$ cat config.mk
export PLATFORM = sky130hd
export DESIGN_NAME = mips_multiciclo_ctrl_flat
export DESIGN_NICKNAME = d
export VERILOG_FILES = /design/src/rtl/mips_multiciclo_ctrl_if.sv /design/src/rtl/mips_multiciclo_ctrl.sv /design/src/flat_wrapper.sv
export SDC_FILE = /design/constraint.sdc
export NUM_CORES = 1
export LEC_CHECK = 0
export ABC_AREA = 1
export CAP_MARGIN = 20
export CORE_MARGIN = 2
export CORE_UTILIZATION = 36
export DETAILED_ROUTE_END_ITERATION = 7
export DONT_BUFFER_PORTS = 1
export HOLD_SLACK_MARGIN = 0.08
export SETUP_SLACK_MARGIN = 0.2
export SLEW_MARGIN = 20
export SYNTH_ARGS = -nofsm -noshare
export SYNTH_HDL_FRONTEND = slang
export SYNTH_SLANG_ARGS = --single-unit
$ cat constraint.sdc
create_clock -name clk -period 1.8 [get_ports clk]
set_clock_uncertainty 0.2 [all_clocks]
set_input_delay 0.54 -clock clk [delete_from_list [all_inputs] [get_ports clk]]
set_output_delay 0.54 -clock clk [all_outputs]
set_load 0.05 [all_outputs]
$ cat src/rtl/mips_multiciclo_ctrl_if.sv
`default_nettype none
// ============================================================================
// Module   : mips_multiciclo_ctrl_if
// Brief    : Control bundle between the multicycle MIPS controller and datapath.
// Revision : 1.0 - initial release
// ============================================================================
interface mips_multiciclo_ctrl_if #(
   parameter int CNT_W = 32
);
   logic [5:0]       instrucc;
   logic [5:0]       CampoFuncion;
   logic             zero;
   logic             mem_listo;
   logic             RegDest;
   logic             LeerMem;
   logic             MemaReg;
   logic             EscrMem;
   logic             FuenteALU;
   logic             EscrReg;
   logic             FuentePC;
   logic             EscrPC;
   logic [2:0]       ControlALU;
   logic             ilegal;
   logic             err_mem;
   logic [CNT_W-1:0] instr_count;

   modport master (
      input  instrucc, CampoFuncion, zero, mem_listo,
      output RegDest, LeerMem, MemaReg, EscrMem, FuenteALU, EscrReg,
             FuentePC, EscrPC, ControlALU, ilegal, err_mem, instr_count
   );

   modport slave (
      output instrucc, CampoFuncion, zero, mem_listo,
      input  RegDest, LeerMem, MemaReg, EscrMem, FuenteALU, EscrReg,
             FuentePC, EscrPC, ControlALU, ilegal, err_mem, instr_count
   );
endinterface
`default_nettype wire

$ cat src/rtl/mips_multiciclo_ctrl.sv
`default_nettype none
// ============================================================================
// Module   : mips_multiciclo_ctrl
// Brief    : Multicycle MIPS32 control FSM with memory-ready timeout and
//            retired-instruction counter.
// Revision : 1.0 - initial release
// ============================================================================
module mips_multiciclo_ctrl #(
   parameter int MEM_TIMEOUT = 15,
   parameter int CNT_W       = 32
) (
   input wire logic              clk,
   input wire logic              reset,
   mips_multiciclo_ctrl_if.master bus
);

   localparam logic [5:0] c_OP_R    = 6'b000000;
   localparam logic [5:0] c_OP_LW   = 6'b100011;
   localparam logic [5:0] c_OP_SW   = 6'b101011;
   localparam logic [5:0] c_OP_BEQ  = 6'b000100;
   localparam logic [5:0] c_OP_ADDI = 6'b001000;

   localparam logic [5:0] c_F_ADD = 6'b100000;
   localparam logic [5:0] c_F_SUB = 6'b100010;
   localparam logic [5:0] c_F_AND = 6'b100100;
   localparam logic [5:0] c_F_OR  = 6'b100101;
   localparam logic [5:0] c_F_SLT = 6'b101010;

   localparam logic [2:0] c_ALU_ADD = 3'b010;
   localparam logic [2:0] c_ALU_SUB = 3'b110;
   localparam logic [7:0] c_WAIT_LAST = 8'(MEM_TIMEOUT - 1);

   typedef enum logic [3:0] {
      FETCH, DECODE, EXEC_R, WB_R, EXEC_I, WB_I, MEMADDR,
      MEM_RD, WB_MEM, MEM_WR, BRANCH, ILEGAL, TIMEOUT
   } state_t;

   typedef struct packed {
      logic       regDest;
      logic       leerMem;
      logic       memaReg;
      logic       escrMem;
      logic       fuenteALU;
      logic       escrReg;
      logic       branch;
      logic       escrPC;
      logic [2:0] aluOp;
      logic       ilegal;
      logic       errMem;
   } ctrl_t;

   function automatic logic [2:0] aluFromFunct(input logic [5:0] fn);
      case (fn)
         c_F_ADD: return c_ALU_ADD;
         c_F_SUB: return c_ALU_SUB;
         c_F_AND: return 3'b000;
         c_F_OR:  return 3'b001;
         c_F_SLT: return 3'b111;
         default: return 3'b000;
      endcase
   endfunction

   function automatic logic functLegal(input logic [5:0] fn);
      return (fn == c_F_ADD) || (fn == c_F_SUB) || (fn == c_F_AND) ||
             (fn == c_F_OR)  || (fn == c_F_SLT);
   endfunction

   // Moore outputs of the state being entered, so they appear registered
   function automatic ctrl_t ctrlFor(input state_t s, input logic [5:0] fn);
      ctrl_t c;
      c = '0;
      case (s)
         EXEC_R:  c.aluOp = aluFromFunct(fn);
         WB_R: begin
            c.regDest = 1'b1; c.escrReg = 1'b1; c.escrPC = 1'b1;
            c.aluOp   = aluFromFunct(fn);
         end
         EXEC_I, MEMADDR: begin
            c.fuenteALU = 1'b1; c.aluOp = c_ALU_ADD;
         end
         WB_I: begin
            c.fuenteALU = 1'b1; c.aluOp = c_ALU_ADD;
            c.escrReg   = 1'b1; c.escrPC = 1'b1;
         end
         MEM_RD: begin
            c.fuenteALU = 1'b1; c.aluOp = c_ALU_ADD; c.leerMem = 1'b1;
         end
         WB_MEM: begin
            c.fuenteALU = 1'b1; c.aluOp   = c_ALU_ADD; c.leerMem = 1'b1;
            c.memaReg   = 1'b1; c.escrReg = 1'b1;      c.escrPC  = 1'b1;
         end
         MEM_WR: begin
            c.fuenteALU = 1'b1; c.aluOp = c_ALU_ADD; c.escrMem = 1'b1;
         end
         BRANCH: begin
            c.aluOp = c_ALU_SUB; c.escrPC = 1'b1; c.branch = 1'b1;
         end
         ILEGAL:  begin c.ilegal = 1'b1; c.escrPC = 1'b1; end
         TIMEOUT: begin c.errMem = 1'b1; c.escrPC = 1'b1; end
         default: c = '0;
      endcase
      return c;
   endfunction

   state_t           r_state;
   logic [5:0]       r_op;
   logic [5:0]       r_funct;
   logic [7:0]       r_waitCnt;
   ctrl_t            r_ctrl;
   logic [CNT_W-1:0] r_count;

   state_t     w_next;
   logic [5:0] w_op;
   logic [5:0] w_funct;
   logic [7:0] w_waitCnt;
   logic       w_retire;

   always_comb begin
      w_next    = r_state;
      w_op      = r_op;
      w_funct   = r_funct;
      w_waitCnt = r_waitCnt;
      w_retire  = 1'b0;
      case (r_state)
         FETCH: w_next = DECODE;
         DECODE: begin
            w_op    = bus.instrucc;
            w_funct = bus.CampoFuncion;
            case (bus.instrucc)
               c_OP_R:          w_next = functLegal(bus.CampoFuncion) ? EXEC_R : ILEGAL;
               c_OP_ADDI:       w_next = EXEC_I;
               c_OP_LW, c_OP_SW: w_next = MEMADDR;
               c_OP_BEQ:        w_next = BRANCH;
               default:         w_next = ILEGAL;
            endcase
         end
         EXEC_R: w_next = WB_R;
         EXEC_I: w_next = WB_I;
         MEMADDR: begin
            w_waitCnt = 8'd0;
            w_next    = (r_op == c_OP_LW) ? MEM_RD : MEM_WR;
         end
         // Ready takes priority over a timeout reached in the same cycle
         MEM_RD, MEM_WR: begin
            if (bus.mem_listo) begin
               w_next   = (r_state == MEM_RD) ? WB_MEM : FETCH;
               w_retire = (r_state == MEM_WR);
            end else if (r_waitCnt == c_WAIT_LAST) begin
               w_next = TIMEOUT;
            end else begin
               w_waitCnt = r_waitCnt + 8'd1;
            end
         end
         WB_R, WB_I, WB_MEM, BRANCH: begin
            w_next   = FETCH;
            w_retire = 1'b1;
         end
         ILEGAL, TIMEOUT: w_next = FETCH;
         default:         w_next = FETCH;
      endcase
   end

   always_ff @(posedge clk or negedge reset) begin
      if (!reset) begin
         r_state   <= FETCH;
         r_op      <= 6'd0;
         r_funct   <= 6'd0;
         r_waitCnt <= 8'd0;
         r_ctrl    <= '0;
         r_count   <= '0;
      end else begin
         r_state   <= w_next;
         r_op      <= w_op;
         r_funct   <= w_funct;
         r_waitCnt <= w_waitCnt;
         r_ctrl    <= ctrlFor(w_next, w_funct);
         if (w_retire) begin
            r_count <= r_count + 1'b1;
         end
      end
   end

   assign bus.RegDest     = r_ctrl.regDest;
   assign bus.LeerMem     = r_ctrl.leerMem;
   assign bus.MemaReg     = r_ctrl.memaReg;
   assign bus.EscrMem     = r_ctrl.escrMem;
   assign bus.FuenteALU   = r_ctrl.fuenteALU;
   assign bus.EscrReg     = r_ctrl.escrReg;
   assign bus.FuentePC    = r_ctrl.branch & bus.zero;
   // A store completes in MEM_WR itself, so its PC load follows mem_listo
   assign bus.EscrPC      = r_ctrl.escrPC | ((r_state == MEM_WR) & bus.mem_listo);
   assign bus.ControlALU  = r_ctrl.aluOp;
   assign bus.ilegal      = r_ctrl.ilegal;
   assign bus.err_mem     = r_ctrl.errMem;
   assign bus.instr_count = r_count;

endmodule
`default_nettype wire

$ cat src/flat_wrapper.sv
// flat-port wrapper written by rule: the top's interface ports become plain ports
module mips_multiciclo_ctrl_flat 
#(
   parameter int MEM_TIMEOUT = 15,
   parameter int CNT_W       = 32
)
  (clk, reset, bus_instrucc, bus_CampoFuncion, bus_zero, bus_mem_listo, bus_RegDest, bus_LeerMem, bus_MemaReg, bus_EscrMem, bus_FuenteALU, bus_EscrReg, bus_FuentePC, bus_EscrPC, bus_ControlALU, bus_ilegal, bus_err_mem, bus_instr_count);
  mips_multiciclo_ctrl_if #(.CNT_W(CNT_W)) bus_i ();
  input wire logic clk;
  input wire logic reset;
  input wire logic [$bits(bus_i.instrucc)-1:0] bus_instrucc;
  input wire logic [$bits(bus_i.CampoFuncion)-1:0] bus_CampoFuncion;
  input wire logic [$bits(bus_i.zero)-1:0] bus_zero;
  input wire logic [$bits(bus_i.mem_listo)-1:0] bus_mem_listo;
  output wire logic [$bits(bus_i.RegDest)-1:0] bus_RegDest;
  output wire logic [$bits(bus_i.LeerMem)-1:0] bus_LeerMem;
  output wire logic [$bits(bus_i.MemaReg)-1:0] bus_MemaReg;
  output wire logic [$bits(bus_i.EscrMem)-1:0] bus_EscrMem;
  output wire logic [$bits(bus_i.FuenteALU)-1:0] bus_FuenteALU;
  output wire logic [$bits(bus_i.EscrReg)-1:0] bus_EscrReg;
  output wire logic [$bits(bus_i.FuentePC)-1:0] bus_FuentePC;
  output wire logic [$bits(bus_i.EscrPC)-1:0] bus_EscrPC;
  output wire logic [$bits(bus_i.ControlALU)-1:0] bus_ControlALU;
  output wire logic [$bits(bus_i.ilegal)-1:0] bus_ilegal;
  output wire logic [$bits(bus_i.err_mem)-1:0] bus_err_mem;
  output wire logic [$bits(bus_i.instr_count)-1:0] bus_instr_count;
  assign bus_i.instrucc = bus_instrucc;
  assign bus_i.CampoFuncion = bus_CampoFuncion;
  assign bus_i.zero = bus_zero;
  assign bus_i.mem_listo = bus_mem_listo;
  assign bus_RegDest = bus_i.RegDest;
  assign bus_LeerMem = bus_i.LeerMem;
  assign bus_MemaReg = bus_i.MemaReg;
  assign bus_EscrMem = bus_i.EscrMem;
  assign bus_FuenteALU = bus_i.FuenteALU;
  assign bus_EscrReg = bus_i.EscrReg;
  assign bus_FuentePC = bus_i.FuentePC;
  assign bus_EscrPC = bus_i.EscrPC;
  assign bus_ControlALU = bus_i.ControlALU;
  assign bus_ilegal = bus_i.ilegal;
  assign bus_err_mem = bus_i.err_mem;
  assign bus_instr_count = bus_i.instr_count;
  mips_multiciclo_ctrl #(.MEM_TIMEOUT(MEM_TIMEOUT), .CNT_W(CNT_W)) u_core (.clk(clk), .reset(reset), .bus(bus_i));
endmodule
==> results.py, run 1 <==
metrics = {
    "synth": {
        "netlist.top_cell.by_area": "dfrtp_1",
        "synthMuxAreaShare": 0,
        "synth_top_area_frac": 0.454,
        "synth_area_per_cell_um2": 7.57,
        "ys_warn_count": 0,
        "netlist_instances": 503,
        "synth_fa_ha_area_frac": 0.00986,
        "synth_simple_gate_area_share": 0.351,
        "synth_top_cells_by_area": "dfrtp_1 (45%), nand2_1 (15%), nor2_1 (6.3%)",
        "ys_seq_area_frac": 0.454,
        "synthesis.nets": 522,
        "yosys.cell_types.count": 32,
        "synth_xor_area_frac": 0.0644,
        "synthesis.area_um2": 3810,
        "synth-compound-area-share": 0.0385,
        "synth_seq_cells": 69,
        "synth_top_family_by_area": "simple AND/OR/NAND/NOR gates",
    },
    "sta": {
        "fmax_mhz": 465,
        "hold_viol_final": 69,
        "fin_ws_ns": -0.350,
        "rsz0062_at_grt": "yes",
        "holdWs_ns": -0.352,
        "tightest_slew_ns": 0.315,
        "final_max_slew_viol_count": 0,
        "fin_tns_setup_ns": -5.11,
        "period_minus_slack_ns": 2.15,
        "setup_viol": 47,
        "fin_crit_sh": 1.19,
        "relSlewSlack": 0.788,
    },
    "drt": {
        "routed_wl_um": 12700,
        "drt_iter0_markers": 131,
        "firstDrtPassIters": 4,
        "ant_nets": 0,
        "wl_per_cell_um": 16.0,
        "drc": 0,
        "routed_via_density": 4.98,
        "vias": 3957,
    },
    "setup_path": {
        "worstPathArrival_ns": 2.19,
        "reg2reg_setup_slack_ns": -0.35,
        "r2r_cells": 11,
        "crit_path_max_fanout": 4,
        "rr_startpoint": "u_core.r_state[3]",
        "start_kind": "register",
        "reg2reg_to": "u_core.bus.ControlALU[1]",
        "worstSetupPathType": "register to register",
        "endpoint_kind": "register",
        "required_ns": 1.84,
    },
    "die": {
        "dieHeight_um": 107,
        "core-area_um2": 10300,
        "start_util": 0.370,
        "die_x_um": 107,
        "die_area_um2": 11400,
        "ios": 61,
        "rows": 37,
    },
    "global_routing": {
        "grt_pass1_vias": 3990,
        "grt_pass1_wl_um": 18900,
        "track_usage": 0.213,
        "antenna_found_initial": 0,
        "grt_max_degree": 70,
        "overflow": 0,
    },
    "clocking": {
        "insertion_delay_ns": 0.37,
        "clkTransAtPathRegs_ns": 0.09,
        "root_buffer": "clkbuf_8",
        "cts_buffer_depth": 2,
        "cts_tree": "built",
        "htreeDepth": 3,
        "clock_sinks": 69,
        "cts_made_buffers": 9,
        "cts.hold.buffers_added": 2,
    },
    "cells_and_area": {
        "area.growth.synth_to_final_pct": 69.8,
        "postLayoutCoreUtil": 0.629,
        "drive_above_1_share": 0.540,
        "final_nets": 672,
        "fin_area_um2": 6460,
        "final_cells": 794,
        "n_antenna_cell": 0,
    },
    "power": {
        "p_leak_nw": 3.09,
        "netSwitchingFraction": 0.434,
        "irDropWorstVdd_uv": 725,
        "switching_power_mw": 3.77,
        "seqPwrFrac": 0.284,
        "finalPower_mw": 8.68,
        "powerDensity_nw_per_um2": 1340,
        "combPwrFrac": 0.562,
        "clockPowerShare": 0.154,
        "p_int_mw": 4.91,
    },
    "outcome": {
        "status": "complete, but fails checks",
        "violations": "negative hold slack, negative setup slack",
    },
    "placed_design": {
        "post-place-ws_ns": -0.188,
        "placedCellCount": 724,
        "io_buffer_count": 0,
        "gp_congestion": 0.878,
        "place_area_um2": 4890,
        "post-dp-hpwl_um": 7730,
    },
    "run": {
        "timing.max_cap.violations": 0,
    },
    "worst_hold_path": {
        "hp-class": "input pin to asynchronous set/reset pin",
    },
}
[worst max-delay path, cell delays in order, from the launching register on]
cell	delay, ns
dfrtp_1	0.43
inv_2	0.14
buf_12	0.13
nand2_8	0.05
nor2_4	0.13
nand4_1	0.25
buf_4	0.25
nand3_4	0.09
buf_4	0.13
nor2_1	0.04
nand3_1	0.08
nand4_1	0.09
[synthesized netlist by cell type (all sizes together)]
cell type	n
nand4	16
nor2	70
clkbuf	2
a21oi	5
nand3	31
dfrtp	69
buf	6
xnor2	5
nor3	23
xor2	23
ha	3
o21ai	19
nand2	153
nand3b	1
o21bai	2
nor4	3
a21boi	1
and3	1
inv	68
or2	2
[worst max-delay path by stage]
stage,endpoint,depth (start not counted),start
6_report,u_core.bus.ControlALU[1],11,u_core.r_state[3]
3_5_place_dp,u_core.r_ctrl[5],12,u_core.r_state[1]
4_1_cts,bus_EscrPC,4,u_core.r_state[2]
2_1_floorplan,u_core.bus.instr_count[19],7,u_core.bus.instr_count[2]
5_1_grt,u_core.bus.ControlALU[1],12,u_core.r_state[3]
3_3_place_gp,u_core.r_ctrl[5],12,u_core.r_state[1]
[state kept, by name, summed over array words and instances (netlist names)]
signal and count:
u_core.r_state 4, u_core.bus.RegDest 1, u_core.r_funct 6, u_core.bus.ilegal 1
u_core.r_waitCnt 8, u_core.bus.err_mem 1, u_core.bus.EscrReg 1, u_core.bus.FuenteALU 1
u_core.bus.EscrMem 1, u_core.bus.LeerMem 1, u_core.bus.instr_count 32, u_core.bus.MemaReg 1
u_core.r_op 6, u_core.bus.ControlALU 3, u_core.r_ctrl 2
[cells in the final DEF, fill, tap and decap left out, types with 4 or more instances in the layout]
cell | synthesis | routed
inv_1 | 62 | 39
nand3_1 | 29 | 11
nor3_1 | 18 | 7
nor2_4 | 2 | 19
nand3_2 | 2 | 10
nor3_2 | 5 | 11
nand2_4 | 0 | 19
o21ai_1 | 4 | 10
xnor2_1 | 5 | 4
nand2_1 | 149 | 107
nand3_4 | 0 | 10
buf_6 | 2 | 32
xor2_1 | 23 | 23
nor2_2 | 4 | 11
nand2_8 | 0 | 4
dfrtp_2 | 0 | 41
dfrtp_1 | 69 | 28
o21ai_0 | 14 | 7
nor3_4 | 0 | 5
clkbuf_8 | 0 | 10
inv_2 | 6 | 22
clkinvlp_4 | 0 | 4
buf_8 | 0 | 26
nand2_2 | 4 | 23
inv_4 | 0 | 6
nand4_1 | 15 | 15
buf_4 | 3 | 78
buf_12 | 0 | 7
nor2_1 | 64 | 40
[cell type report]
type / count / area, µm²
clock buffer: 10 / 138
clock inverter: 6 / 62.6
fill: 825 / 3810
inverter: 68 / 274
multi-input combinational: 358 / 2480
sequential: 69 / 1780
tap: 136 / 170
timing repair buffer: 147 / 1560
[power by group through the flow]
stage / Sequential (mW) / Clock, mW / Combinational, mW
2_1_floorplan: 2.67 / 0 / 1.55
3_3_place_gp: 2.43 / 0 / 2.77
3_5_place_dp: 2.44 / 0 / 2.80
4_1_cts: 2.44 / 1.34 / 3.94
5_1_grt: 2.50 / 1.42 / 5.17
6_report: 2.46 / 1.33 / 4.88
[repair_timing]
action / in CTS / in global routing
endpoints found under the setup margin: 93 / 111
pin swaps: 38 / 53
resized for setup: 127 / 113
cloned: 2 / 0
hold endpoints to repair: 71 / 69
buffers inserted: 35 / 15
[kinds of logic after synthesis]
| kind of cell | Yosys count |
|---|---|
| flip-flops | 69 |
| AO/OA/AOI/OAI | 27 |
| buffers and inverters | 76 |
| adder cells (fa/ha/maj) | 3 |
| XOR/XNOR | 28 |
| AND/OR/NAND/NOR | 300 |
[layer usage]
| layer | track usage | wire (µm) | vias to the layer above |
|---|---|---|---|
| li1 | - | - | 1889 |
| met1 | 0.225 | 4790 | 1929 |
| met2 | 0.395 | 7010 | 101 |
| met3 | 0.0462 | 435 | 38 |
| met4 | 0.107 | 500 | 0 |
| met5 | 0 | 0 | - |
No activity file was read; power rests on OpenSTA's default activity.
==> run 2, diff against run 1 <==
CORE_UTILIZATION = 40   (was 36)
PLACE_DENSITY = 0.62   (was unset)
==> results.py, run 2 (synthesis results as in run 1) <==
metrics = {
    "run": {
        "timing.max_cap.violations": 0,
    },
    "cells_and_area": {
        "largest_reg_flops": 32,
        "area.growth.synth_to_final_pct": 66.0,
        "final_nets": 680,
        "final_cell_mix": "nand2_1 (111), buf_4 (87), inv_1 (42)",
        "n_antenna_cell": 0,
        "mostFrequentLayoutCell": "nand2_1",
        "fillers": 687,
        "drive_above_1_share": 0.526,
    },
    "drt": {
        "ant_nets": 0,
        "drt_iter0_markers": 133,
        "vias": 3934,
        "met2_length_um": 6270,
        "drc": 0,
        "routed_wl_um": 11900,
        "wl_met3_um": 534,
        "routed_via_density": 4.95,
        "wl_met1_um": 4740,
        "dr.max_layer_used": "met4",
        "wl_per_cell_um": 14.9,
        "firstDrtPassIters": 5,
    },
    "outcome": {
        "violations": "negative hold slack, negative setup slack",
        "status": "complete, but fails checks",
    },
    "setup_path": {
        "rr_startpoint": "u_core.r_state[1]",
        "worstSetupPathType": "register to output port",
        "cp_top_family": "flip-flops",
        "worst-path-buf-inv": 2,
        "reg2reg_setup_slack_ns": -0.21,
        "r2r_cells": 11,
        "required_ns": 1.06,
        "endpoint_kind": "output port",
        "reg2reg_to": "u_core.r_waitCnt[6]",
        "cp_num_cells": 5,
        "worstPathArrival_ns": 1.31,
        "cp-endpoint": "bus_EscrPC",
        "critPathLaunch": "u_core.r_state[3]",
        "slowest_delay_ns": 0.39,
        "start_kind": "register",
        "crit_chain": "inv_2 > nor2_4 > nand3_2 > buf_6 > nand2_8",
        "slowest_stage": "dfrtp_1",
        "crit_path_max_fanout": 5,
    },
    "placed_design": {
        "gp_congestion": 0.925,
        "post-place-ws_ns": -0.113,
        "io_buffer_count": 0,
        "post-dp-hpwl_um": 7480,
    },
    "clocking": {
        "cts.hold.buffers_added": 2,
        "clock_sinks": 69,
        "insertion_delay_ns": 0.37,
        "root_buffer": "clkbuf_8",
        "htreeDepth": 3,
        "cts_buffer_depth": 2,
        "cts_made_buffers": 9,
        "clkTransAtPathRegs_ns": 0.09,
        "cts_tree": "built",
    },
    "power": {
        "powerDensity_nw_per_um2": 1300,
        "irDropWorstVdd_uv": 819,
        "finalPower_mw": 8.22,
        "p_leak_nw": 3.04,
    },
    "global_routing": {
        "antenna_found_initial": 0,
        "grt_max_degree": 70,
        "grt_pass1_wl_um": 18700,
        "track_usage": 0.232,
        "grt_pass1_vias": 4046,
        "overflow": 0,
    },
    "die": {
        "die_x_um": 102,
        "ios": 61,
        "die_area_um2": 10300,
        "rows": 35,
        "start_util": 0.412,
        "core-area_um2": 9240,
        "dieHeight_um": 102,
    },
    "sta": {
        "setup_viol": 34,
        "fin_ws_ns": -0.252,
        "fin_crit_sh": 1.14,
        "period_minus_slack_ns": 2.05,
        "final_max_slew_viol_count": 0,
        "relSlewSlack": 0.763,
        "holdWs_ns": -0.350,
        "tightest_slew_ns": 0.352,
        "fmax_mhz": 487,
        "rsz0062_at_grt": "yes",
        "hold_viol_final": 69,
    },
    "worst_hold_path": {
        "hp-class": "input pin to asynchronous set/reset pin",
    },
}
[run 2: cell count changes in the layout (fill, tap and decap cells not counted), moves of 3 or more]
| cell | before | now |
|---|---|---|
| buf_12 | 7 | 3 |
| nand3_4 | 10 | 6 |
| buf_6 | 32 | 37 |
| inv_1 | 39 | 42 |
| buf_4 | 78 | 87 |
| nor3_1 | 7 | 10 |
| nor3_2 | 11 | 7 |
| nand3_1 | 11 | 15 |
| nand2_1 | 107 | 111 |
| inv_4 | 6 | 3 |
| nand2_4 | 19 | 16 |
[run 2: worst min-delay path by stage]
stage,start,end,slack (ns)
finish,reset,u_core.bus.instr_count[12],-0.35
global route,reset,u_core.bus.instr_count[12],-0.37
CTS,reset,u_core.bus.instr_count[12],-0.35
detailed placement,reset,u_core.bus.instr_count[12],0.05
global placement,reset,u_core.bus.instr_count[19],0.05
floorplan,reset,u_core.bus.ControlALU[0],0.04
[run 2: where the power goes]
group	total, mW	switching [mW]	internal [mW]
clock network	1.32	0.676	0.644
logic	4.45	2.40	2.06
registers	2.45	0.505	1.94
total	8.22	3.58	4.64
[run 2: final cells by class]
class / instances / area (µm²) / share of cell area
multi-input cells: 358 / 2370 / 0.375
well taps: 129 / 161 / 0.0255
repair buffers: 155 / 1540 / 0.244
inverters: 68 / 274 / 0.0434
clock buffers: 9 / 124 / 0.0196
clock inverters: 7 / 73.8 / 0.0117
flip-flops and latches: 69 / 1780 / 0.281
[run 2: routing by layer]
| metal | track usage | up-vias |
|---|---|---|
| met1 | 0.276 | 1898 |
| met3 | 0.0490 | 35 |
| met5 | 0 | - |
| li1 | - | 1899 |
| met4 | 0.0946 | 0 |
| met2 | 0.406 | 102 |
[run 2: repair_timing]
item	CTS	global route
pin swaps	36	30
endpoints found under the hold margin	71	69
resized for setup	166	49
setup buffers	52	11
endpoints found under the setup margin	94	110
[run 2: worst register-to-register path: stages (launching register included)]
cell and delay (ns):
dfrtp_2 0.44, nor2_4 0.15, buf_6 0.11, buf_6 0.12, nand2_2 0.07, nand2_4 0.09, nand3_4 0.12, nand2_4 0.13
nand4_1 0.15, nor2_1 0.13, nor2_1 0.05, nor3_1 0.18
[run 2: stage by stage]
stage           util  cells  TNS [ns]  instance area [µm²]
2_1_floorplan      -    503   -0.0723                 4070
3_3_place_gp   0.525    714    -0.435                 4850
3_5_place_dp   0.525    714    -0.856                 4850
4_1_cts        0.656    784     -1.64                 6060
5_1_grt        0.684    795     -7.02                 6320
6_report       0.684    795     -3.07                 6320
==> run 3, diff against run 2 <==
--- a/config.mk
+++ b/config.mk
@@ -9,9 +9,10 @@
 export CAP_MARGIN = 20
 export CORE_MARGIN = 2
-export CORE_UTILIZATION = 40
+export CORE_UTILIZATION = 35
 export DETAILED_ROUTE_END_ITERATION = 7
 export DONT_BUFFER_PORTS = 1
+export GPL_TIMING_DRIVEN = 0
 export HOLD_SLACK_MARGIN = 0.08
-export PLACE_DENSITY = 0.62
+export PLACE_DENSITY = 0.57
 export SETUP_SLACK_MARGIN = 0.2
 export SLEW_MARGIN = 20
==> constraint.sdc (replaced) <==
create_clock -name clk -period 1.8 [get_ports clk]
set_clock_uncertainty 0.2 [all_clocks]
set_input_delay 0.54 -clock clk [delete_from_list [all_inputs] [get_ports clk]]
set_output_delay 0.54 -clock clk [all_outputs]
set_load 0.1 [all_outputs]
==> results.py, run 3 (synthesis results as in run 1) <==
metrics = {
    "power": {
        "switching_power_mw": 4.07,
        "p_leak_nw": 2.63,
        "irDropWorstVdd_uv": 716,
        "p_int_mw": 4.22,
        "combPwrFrac": 0.439,
        "netSwitchingFraction": 0.491,
        "clockPowerShare": 0.159,
        "seqPwrFrac": 0.402,
        "powerDensity_nw_per_um2": 1460,
    },
    "cells_and_area": {
        "final_cell_mix": "nand2_1 (96), inv_1 (44), dfrtp_4 (40)",
        "final_cells": 716,
        "largest_reg_flops": 32,
        "final_nets": 590,
        "area.growth.synth_to_final_pct": 49.5,
        "drive_above_1_share": 0.486,
        "n_antenna_cell": 0,
        "mostFrequentLayoutCell": "nand2_1",
    },
    "sta": {
        "fin_ws_ns": -0.264,
        "period_minus_slack_ns": 2.06,
        "final_max_slew_viol_count": 0,
        "rsz0062_at_grt": "yes",
        "setup_viol": 43,
        "relSlewSlack": 0.678,
        "tightest_slew_ns": 0.482,
        "fin_tns_setup_ns": -6.38,
        "holdWs_ns": -0.330,
        "fmax_mhz": 484,
        "hold_viol_final": 69,
        "fin_crit_sh": 1.15,
    },
    "setup_path": {
        "endpoint_kind": "register",
        "required_ns": 1.85,
        "crit_path_max_fanout": 4,
        "start_kind": "register",
        "worstSetupPathType": "register to register",
        "worstPathArrival_ns": 2.11,
    },
    "global_routing": {
        "use_met2": 0.329,
        "grt_use_met1": 0.207,
        "top_usage_layer": "met2",
        "antenna_found_initial": 0,
        "track_usage": 0.185,
        "use_met3": 0.0410,
        "grt_max_degree": 70,
        "grt_pass1_vias": 3544,
        "grt_pass1_wl_um": 16900,
        "overflow": 0,
    },
    "run": {
        "timing.max_cap.violations": 0,
    },
    "die": {
        "core-area_um2": 10700,
        "die_x_um": 108,
        "start_util": 0.354,
        "rows": 38,
        "ios": 61,
        "die_area_um2": 11700,
        "dieHeight_um": 108,
    },
    "placed_design": {
        "placedCellCount": 643,
        "gp_congestion": 0.916,
        "io_buffer_count": 0,
        "post-place-ws_ns": -0.355,
        "post-dp-hpwl_um": 7050,
    },
    "drt": {
        "routed_wl_um": 10900,
        "ant_nets": 0,
        "routed_via_density": 4.95,
        "drt_iter0_markers": 200,
        "vias": 3543,
        "drc": 0,
        "firstDrtPassIters": 4,
        "wl_per_cell_um": 15.3,
    },
    "clocking": {
        "cts_tree": "built",
        "root_buffer": "clkbuf_8",
        "clkTransAtPathRegs_ns": 0.08,
        "insertion_delay_ns": 0.35,
        "htreeDepth": 3,
        "cts_made_buffers": 9,
        "cts_buffer_depth": 2,
        "clock_sinks": 69,
    },
    "outcome": {
        "violations": "negative hold slack, negative setup slack",
        "status": "complete, but fails checks",
    },
    "worst_hold_path": {
        "hp-class": "input pin to asynchronous set/reset pin",
    },
}
[run 3: changes by cell type in the layout (fill, tap and decap cells not counted), sizes merged]
cell         change
buf             -88
dlygate4sd3      -2
clkbuf           +1
inv              -1
[run 3: final timing paths]
path / startpoint / to / cells after the start / slack [ns]
max: u_core.bus.instr_count[0] / u_core.bus.instr_count[18] / 8 / -0.26
min: reset / u_core.bus.instr_count[11] / 0 / -0.33
max reg2reg: u_core.bus.instr_count[0] / u_core.bus.instr_count[18] / 8 / -0.26
min reg2reg: u_core.r_op[2] / u_core.r_op[2] / 2 / 0.29
max in group asynchronous: reset / u_core.bus.instr_count[24] / 0 / 1.58
min in group clk: bus_instrucc[1] / u_core.r_op[1] / 2 / 0.09
[run 3: timing repair]
| item | in CTS | in global routing |
|---|---|---|
| gates resized for setup | 99 | 82 |
| pin swaps | 28 | 42 |
| setup buffers | 39 | 18 |
| setup endpoints to repair | 96 | 105 |
| hold endpoints to repair | 69 | 69 |
[run 3: power groups by stage]
stage                     registers (mW)  logic [mW]  clock network [mW]
after global placement              3.33        2.04                   0
after detailed placement            3.34        2.08                   0
after floorplan                     3.24        1.71                   0
final                               3.33        3.64                1.32
after CTS                           3.33        2.91                1.36
after global routing                3.39        3.91                1.42
[run 3: critical path: stages, from the launching register on]
cell	delay, ns
dfrtp_4	0.66
ha_4	0.23
nand3_4	0.11
nor2_4	0.19
nand4_4	0.12
nor2_4	0.15
nand2_2	0.09
o21ai_1	0.13
nand2_1	0.07
[run 3: area by class of cell]
type,count,area (µm²)
tap,140,175
fill,1019,5050
multi-input combinational,358,2500
buffer,8,136
clock buffer,10,138
sequential,69,1880
timing repair buffer,57,513
inverter,68,284
clock inverter,6,61.3
[run 3: per-layer routing]
metal  share of wire  vias up  wire length (µm)
met5               0        -                 0
met4           0.028        0               302
met3           0.046       27               499
met2            0.53       97              5790
met1            0.40     1704              4340
li1                -     1715                 -
[run 3: stage by stage]
step	utilization	area [µm²]	total power, mW
2_1_floorplan	-	4210	4.94
3_3_place_gp	0.408	4380	5.37
3_5_place_dp	0.408	4380	5.42
4_1_cts	0.488	5250	7.60
5_1_grt	0.530	5690	8.72
6_report	0.530	5690	8.29
